[src/rtl/frame_rcvr.sv]
// -----------------------------------------------------------------------------
// frame_rcvr
//   Serial frame receiver. Hunts a bit stream for an HDR_W-bit header
//   (MSB first), then collects a DATA_W-bit payload (MSB first), optionally
//   followed by one even-parity bit, and pushes each accepted payload into a
//   small show-ahead output FIFO.
//
// Ports
//   clock      : single clock, all state updates on the rising edge
//   reset      : asynchronous, active-low reset
//   data_in    : serial input bit
//   valid_in   : data_in is sampled only when high
//   reading    : pop the FIFO head (ignored while the FIFO is empty)
//   clear_err  : clear the sticky error flags
//   ready      : FIFO holds at least one word
//   data_out   : FIFO head word (show-ahead)
//   fifo_count : number of words held
//   overrun    : sticky, a frame was dropped because the FIFO was full
//   parity_err : sticky, a frame was dropped on a parity mismatch
// -----------------------------------------------------------------------------
module frame_rcvr #(
    parameter int unsigned          DATA_W      = 32'd8,
    parameter int unsigned          HDR_W       = 32'd8,
    parameter logic [HDR_W-1:0]     HDR_PATTERN = 8'hA5,
    parameter int unsigned          FIFO_DEPTH  = 32'd4,
    parameter int unsigned          PARITY_EN   = 32'd0
) (
    input  logic                            clock,
    input  logic                            reset,
    input  logic                            data_in,
    input  logic                            valid_in,
    input  logic                            reading,
    input  logic                            clear_err,
    output logic                            ready,
    output logic [DATA_W-1:0]               data_out,
    output logic [$clog2(FIFO_DEPTH):0]     fifo_count,
    output logic                            overrun,
    output logic                            parity_err
);

    localparam int unsigned PTR_W  = $clog2(FIFO_DEPTH);
    localparam int unsigned CNT_W  = $clog2(FIFO_DEPTH) + 32'd1;
    localparam int unsigned FILL_W = $clog2(HDR_W);
    localparam int unsigned BIT_W  = (DATA_W > 32'd1) ? $clog2(DATA_W) : 32'd1;

    // The fill counter saturates once enough bits are held to complete a header.
    localparam logic [FILL_W-1:0] FILL_MAX = FILL_W'(HDR_W - 32'd1);
    localparam logic [BIT_W-1:0]  BIT_LAST = BIT_W'(DATA_W - 32'd1);
    localparam logic [CNT_W-1:0]  CNT_FULL = CNT_W'(FIFO_DEPTH);

    typedef enum logic [1:0] {
        HUNT   = 2'd0,
        BODY   = 2'd1,
        PARITY = 2'd2
    } state_t;

    // Even parity holds when payload bits and the parity bit XOR to zero.
    function automatic logic even_parity_ok(input logic [DATA_W-1:0] word,
                                            input logic              pbit);
        return ~((^word) ^ pbit);
    endfunction

    // ---------------------------------------------------------------- state
    state_t                 state_q,   state_d;
    // Only HDR_W-1 history bits are kept; the live bit completes the window.
    logic [HDR_W-2:0]       hdr_q,     hdr_d;
    logic [FILL_W-1:0]      fill_q,    fill_d;
    logic [BIT_W-1:0]       bit_cnt_q, bit_cnt_d;
    logic [DATA_W-1:0]      pay_q,     pay_d;

    logic [DATA_W-1:0]      mem_q [FIFO_DEPTH];
    logic [DATA_W-1:0]      mem_d [FIFO_DEPTH];
    logic [PTR_W-1:0]       wr_ptr_q,  wr_ptr_d;
    logic [PTR_W-1:0]       rd_ptr_q,  rd_ptr_d;
    logic [CNT_W-1:0]       count_q,   count_d;
    logic                   ready_q,   ready_d;
    logic [DATA_W-1:0]      data_out_q, data_out_d;
    logic                   overrun_q, overrun_d;
    logic                   perr_q,    perr_d;

    // ------------------------------------------------------------ internal
    logic [HDR_W-1:0]       hdr_shift_s;
    logic [DATA_W-1:0]      pay_shift_s;
    logic                   push_s;
    logic [DATA_W-1:0]      push_data_s;
    logic                   perr_set_s;
    logic                   full_s;
    logic                   pop_s;
    logic                   wr_en_s;
    logic                   ovr_set_s;

    // Frame FSM: header hunt, payload collection, parity check.
    always_comb begin
        state_d     = state_q;
        hdr_d       = hdr_q;
        fill_d      = fill_q;
        bit_cnt_d   = bit_cnt_q;
        pay_d       = pay_q;
        push_s      = 1'b0;
        push_data_s = pay_q;
        perr_set_s  = 1'b0;
        hdr_shift_s = {hdr_q, data_in};
        pay_shift_s = (pay_q << 1'b1) | DATA_W'(data_in);

        if (valid_in) begin
            case (state_q)
                HUNT: begin
                    // The history always shifts, so an overlapping header
                    // starting inside a failed candidate is still seen.
                    hdr_d = hdr_shift_s[HDR_W-2:0];
                    if ((fill_q >= FILL_MAX) && (hdr_shift_s == HDR_PATTERN)) begin
                        state_d   = BODY;
                        bit_cnt_d = {BIT_W{1'b0}};
                        fill_d    = {FILL_W{1'b0}};
                    end else if (fill_q < FILL_MAX) begin
                        fill_d = fill_q + FILL_W'(1);
                    end else begin
                        fill_d = fill_q;
                    end
                end
                BODY: begin
                    pay_d = pay_shift_s;
                    if (bit_cnt_q == BIT_LAST) begin
                        bit_cnt_d = {BIT_W{1'b0}};
                        if (PARITY_EN != 32'd0) begin
                            state_d = PARITY;
                        end else begin
                            push_s      = 1'b1;
                            push_data_s = pay_shift_s;
                            state_d     = HUNT;
                            fill_d      = {FILL_W{1'b0}};
                        end
                    end else begin
                        bit_cnt_d = bit_cnt_q + BIT_W'(1);
                    end
                end
                PARITY: begin
                    if (even_parity_ok(pay_q, data_in)) begin
                        push_s = 1'b1;
                    end else begin
                        perr_set_s = 1'b1;
                    end
                    state_d = HUNT;
                    fill_d  = {FILL_W{1'b0}};
                end
                default: begin
                    state_d = HUNT;
                    fill_d  = {FILL_W{1'b0}};
                end
            endcase
        end else begin
            state_d = state_q;
        end
    end

    // Output FIFO control, next head word and sticky error flags.
    always_comb begin
        full_s    = (count_q == CNT_FULL);
        pop_s     = reading && (count_q != {CNT_W{1'b0}});
        // A full FIFO still accepts a word when the head leaves in the same cycle.
        wr_en_s   = push_s && (!full_s || pop_s);
        ovr_set_s = push_s && full_s && !pop_s;

        mem_d = mem_q;
        if (wr_en_s) begin
            mem_d[wr_ptr_q] = push_data_s;
        end else begin
            mem_d[wr_ptr_q] = mem_q[wr_ptr_q];
        end

        if (wr_en_s) begin
            wr_ptr_d = wr_ptr_q + PTR_W'(1);
        end else begin
            wr_ptr_d = wr_ptr_q;
        end

        if (pop_s) begin
            rd_ptr_d = rd_ptr_q + PTR_W'(1);
        end else begin
            rd_ptr_d = rd_ptr_q;
        end

        case ({wr_en_s, pop_s})
            2'b10:   count_d = count_q + CNT_W'(1);
            2'b01:   count_d = count_q - CNT_W'(1);
            default: count_d = count_q;
        endcase

        // Head is taken from the post-write memory so a word pushed into an
        // empty FIFO is visible on data_out right after its final bit.
        data_out_d = mem_d[rd_ptr_d];
        ready_d    = (count_d != {CNT_W{1'b0}});

        // Set wins over clear when both happen in one cycle.
        overrun_d = ovr_set_s  | (overrun_q & ~clear_err);
        perr_d    = perr_set_s | (perr_q    & ~clear_err);
    end

    // Receiver and FIFO state registers.
    always_ff @(posedge clock or negedge reset) begin
        if (!reset) begin
            state_q    <= HUNT;
            hdr_q      <= {(HDR_W-1){1'b0}};
            fill_q     <= {FILL_W{1'b0}};
            bit_cnt_q  <= {BIT_W{1'b0}};
            pay_q      <= {DATA_W{1'b0}};
            for (int i = 0; i < int'(FIFO_DEPTH); i++) begin
                mem_q[i] <= {DATA_W{1'b0}};
            end
            wr_ptr_q   <= {PTR_W{1'b0}};
            rd_ptr_q   <= {PTR_W{1'b0}};
            count_q    <= {CNT_W{1'b0}};
            ready_q    <= 1'b0;
            data_out_q <= {DATA_W{1'b0}};
            overrun_q  <= 1'b0;
            perr_q     <= 1'b0;
        end else begin
            state_q    <= state_d;
            hdr_q      <= hdr_d;
            fill_q     <= fill_d;
            bit_cnt_q  <= bit_cnt_d;
            pay_q      <= pay_d;
            mem_q      <= mem_d;
            wr_ptr_q   <= wr_ptr_d;
            rd_ptr_q   <= rd_ptr_d;
            count_q    <= count_d;
            ready_q    <= ready_d;
            data_out_q <= data_out_d;
            overrun_q  <= overrun_d;
            perr_q     <= perr_d;
        end
    end

    assign ready      = ready_q;
    assign data_out   = data_out_q;
    assign fifo_count = count_q;
    assign overrun    = overrun_q;
    assign parity_err = perr_q;

endmodule

[config.mk]
export PLATFORM = sky130hd
export DESIGN_NAME = frame_rcvr
export DESIGN_NICKNAME = d
export VERILOG_FILES = /design/src/rtl/frame_rcvr.sv
export SDC_FILE = /design/constraint.sdc
export NUM_CORES = 1
export LEC_CHECK = 0
export ABC_AREA = 0
export BUFFER_PORTS_ARGS = -buffer_cell sky130_fd_sc_hd__buf_2
export CAP_MARGIN = 20
export CORE_UTILIZATION = 55
export CTS_CLUSTER_SIZE = 12
export DETAILED_ROUTE_END_ITERATION = 7
export PLACE_DENSITY = 0.78
export SLEW_MARGIN = 20
export SYNTH_ARGS = -nofsm -noshare
export SYNTH_HDL_FRONTEND = slang
export SYNTH_SLANG_ARGS = --single-unit
[constraint.sdc]
create_clock -name clock -period 3.1 [get_ports clock]
set_input_delay 0.465 -clock clock [delete_from_list [all_inputs] [get_ports clock]]
set_output_delay 0.465 -clock clock [all_outputs]
set_load 0.03 [all_outputs]
==> flow_metrics.env <==
export IMPL_power_density_nw_per_um2=1172
export IMPL_gp_congestion=0.8700
export IMPL_p_leak_uw=0.001652
export IMPL_grt_start_max_net_pins=38
export IMPL_io_pins=20
export IMPL_multiInputGateArea_sq_um=1590
export IMPL_synth_ff_type="dfrtp_1"
export IMPL_dieArea_sq_um=6728
export IMPL_switchingPower_uw=2020
export IMPL_initial_core_util_pct=58.11
export IMPL_clock_skew_ps=7.547
export IMPL_final_common_cell="dfrtp_1"
export IMPL_rows=28
export IMPL_crit_buf_inv=2
export IMPL_vias=2814
export IMPL_grt_pass1_wl_mm=13.46
export IMPL_h_tree_depth=3
export IMPL_drive_above_1_share_pct=20.06
export IMPL_die_h_um=82.03
export IMPL_core_area_sq_um=6061
export IMPL_end_kind="flop"
export IMPL_cts_resized_gates=0
export IMPL_slew_violations=0
export IMPL_path_cells="ha_1 > ha_1 > nand3_1 > nor2_1 > inv_1 > ha_1 > inv_1 > fa_1 > xor2_1 > nor2_1 > xor2_1 > or3_1"
export IMPL_post_place_ws_ps=515.5
export IMPL_setup_tns_final_ps=0
export IMPL_die_x_um=82.03
export IMPL_seq_area_frac_synth_pct=50.44
export IMPL_peakVddDrop_v=0.0008330
export IMPL_vias_per_cell=6.716
export IMPL_status="completed"
export IMPL_synth_cells=317
export IMPL_fill_cells=480
export IMPL_synthesis_nets=333
export IMPL_grt_setup_unrepaired="false"
export IMPL_tightest_slew_ps=1002
export IMPL_finalCriticalPeriod_ps=2579
export IMPL_synth_seq_cells=71
export IMPL_setup_viol=0
export IMPL_synth_area_sq_um=3522
export IMPL_numCtsBuffers=9
export IMPL_yosysWarnings=0
export IMPL_area_growth_pct=11.19
export IMPL_p_comb_share_pct=48.2
export IMPL_crit_slowest_cell="dfrtp_1"
export IMPL_cts_tree="built"
export IMPL_cp_arrival_ps=2790
export IMPL_grtUsageTotal_pct=27.51
export IMPL_worstSkewPairLatency_ps=340
export IMPL_diodes=0
export IMPL_antenna_found_initial=0
export IMPL_root_buffer="clkbuf_8"
export IMPL_routed_wl_mm=8.250
export IMPL_holdBufCountCts=0
export IMPL_portBuffers=19
export IMPL_crit_required_ps=3320
export IMPL_clk_pin_slew_ps=70
export IMPL_ys_types=38
export IMPL_cts_setup_buffers=0
export IMPL_drtIter0Drc=250
export IMPL_nNetsFinal=355
export IMPL_synth_async_reset_ratio_pct=100.0
export IMPL_max_stage_delay_ps=400
export IMPL_maxCapViolCount=0
export IMPL_avgSynthCellArea_sq_um=11.11
export IMPL_p_sw_share_pct=44.01
export IMPL_worstSetupPathType="reg -> reg"
export IMPL_p_seq_share_pct=35.0
export IMPL_post_route_period_util_pct=83.20
export IMPL_mostFrequentLayoutCells="dfrtp_1, nor2_1, a31oi_1"
export IMPL_synth_edf_count=0
export IMPL_layout_setup_ws_ps=520.9
export IMPL_post_dp_hpwl_mm=5.245
export IMPL_drc=0
export IMPL_clockPowerShare_pct=16.8
export IMPL_grt_pass1_vias=2623
export IMPL_cp_start_kind="flop"
export IMPL_crit_fanout=4
export IMPL_seqCellArea_sq_um=1777
export IMPL_critPathTopFamily="adder cells"
export IMPL_fmaxAchievable_ghz=0.3877
export IMPL_grt_overflow_total=0
export IMPL_clock_sinks=71
export IMPL_cp_common_cell="ha_1"
export IMPL_hold_viol=0
export IMPL_cts_max_path_buffers=2
export IMPL_total_power_uw=4590
export IMPL_ant_nets=0
export IMPL_hold_class="in -> async"
export IMPL_slew_headroom_pct=33.19
export IMPL_p_int_uw=2570
export IMPL_post_drt_wl_per_cell_um=19.69
export IMPL_dr_pass1_iters=5
==> cells in the mapped netlist (2+ instances only) <==
master     count  share of area, %
a32o_1         4               1.1
ha_1           9               3.2
or4_1          7               1.5
nand3_1        3              0.43
a21oi_1       29               4.1
mux4_2         9               5.8
o21ai_1        7              0.99
o21ai_0        5              0.71
nor2_1        35               3.7
dfrtp_1       71                50
a31oi_1       33               5.9
nand2_1        5              0.53
a2111oi_0     28               7.0
xnor2_1        2              0.50
o211ai_1       2              0.43
buf_2          4              0.57
and3_1         2              0.36
nor3_1         2              0.28
mux2_2        13               4.2
buf_6          2              0.64
inv_1         16               1.7
clkbuf_1       8              0.85
xor2_1         4              0.99
buf_1          3              0.32
==> path summary, 6_finish.rpt <==
kind,startpoint,cells past startpoint,slack (ps),to
worst max-delay path,bit_cnt_q[0],12,520,ready
worst min-delay path,reset,1,210,mem_q[17]
max in group asynchronous,reset,2,2230,ready
worst max register to register,bit_cnt_q[0],12,520,ready
min in group clock,clear_err,2,290,parity_err
worst min register to register,hdr_q[6],1,510,hdr_q[6]
==> registers in the layout (all words and copies together) (netlist names) <==
| name | cells |
|---|---|
| fifo_count | 3 |
| fill_q | 3 |
| rd_ptr_q | 2 |
| data_out | 8 |
| ready | 1 |
| pay_q | 7 |
| parity_err | 1 |
| mem_q | 32 |
| wr_ptr_q | 2 |
| bit_cnt_q | 3 |
| hdr_q | 7 |
| state_q | 1 |
| overrun | 1 |
==> routing by layer <==
layer / wire, um / vias to the layer above / global-route usage, %
met3: 580 / 21 / 4.222
met5: 0 / - / 0
met4: 180 / 0 / 12.11
met2: 3797 / 133 / 41.98
met1: 3691 / 1386 / 38.81
li1: - / 1274 / -
==> worst register-to-register path, stage by stage, from the launching register on <==
cell	delay (ps)
dfrtp_1	400
ha_1	200
ha_1	210
nand3_1	120
nor2_1	90
inv_1	100
ha_1	190
inv_1	70
fa_1	380
xor2_1	150
nor2_1	70
xor2_1	150
or3_1	320
==> through the flow <==
stage	instance area [sq um]	util [%]	std cells	hold slack (ps)
3_3_place_gp	3707	61.17	403	480.3
6_report	3916	64.62	419	209.4
2_1_floorplan	3522	-	317	169.4
5_1_grt	3916	64.62	419	277.9
4_1_cts	3916	64.62	419	224.3
3_5_place_dp	3707	61.17	403	491.7
==> logic make-up (layout without fill, tap and decap cells) <==
family / after synthesis / count (layout) / synth area share [%]
adder cells (fa/ha/maj): 10 / 10 / 3.766
buffers and inverters: 35 / 62 / 4.405
multiplexers: 23 / 23 / 10.20
AND/OR/NAND/NOR: 60 / 60 / 8.632
AO/OA/AOI/OAI: 112 / 112 / 21.07
XOR/XNOR: 6 / 6 / 1.492
flip-flops: 71 / 71 / 50.44
==> power groups by stage <==
stage / Combinational [uW] / Sequential, uW / Clock, uW
2_1_floorplan: 1470 / 1650 / 0
3_3_place_gp: 2080 / 1600 / 0
3_5_place_dp: 2150 / 1610 / 0
4_1_cts: 2170 / 1600 / 781
5_1_grt: 2400 / 1660 / 823
6_report: 2210 / 1610 / 771
==> final cells by class <==
type | count | area share [%]
Clock buffer | 13 | 4.313
Clock inverter | 3 | 1.022
Inverter | 17 | 1.629
Multi-Input combinational cell | 211 | 40.61
Sequential cell | 71 | 45.37
Tap cell | 75 | 2.396
Timing Repair Buffer | 29 | 4.665
No activity file was read; power rests on OpenSTA's default activity.
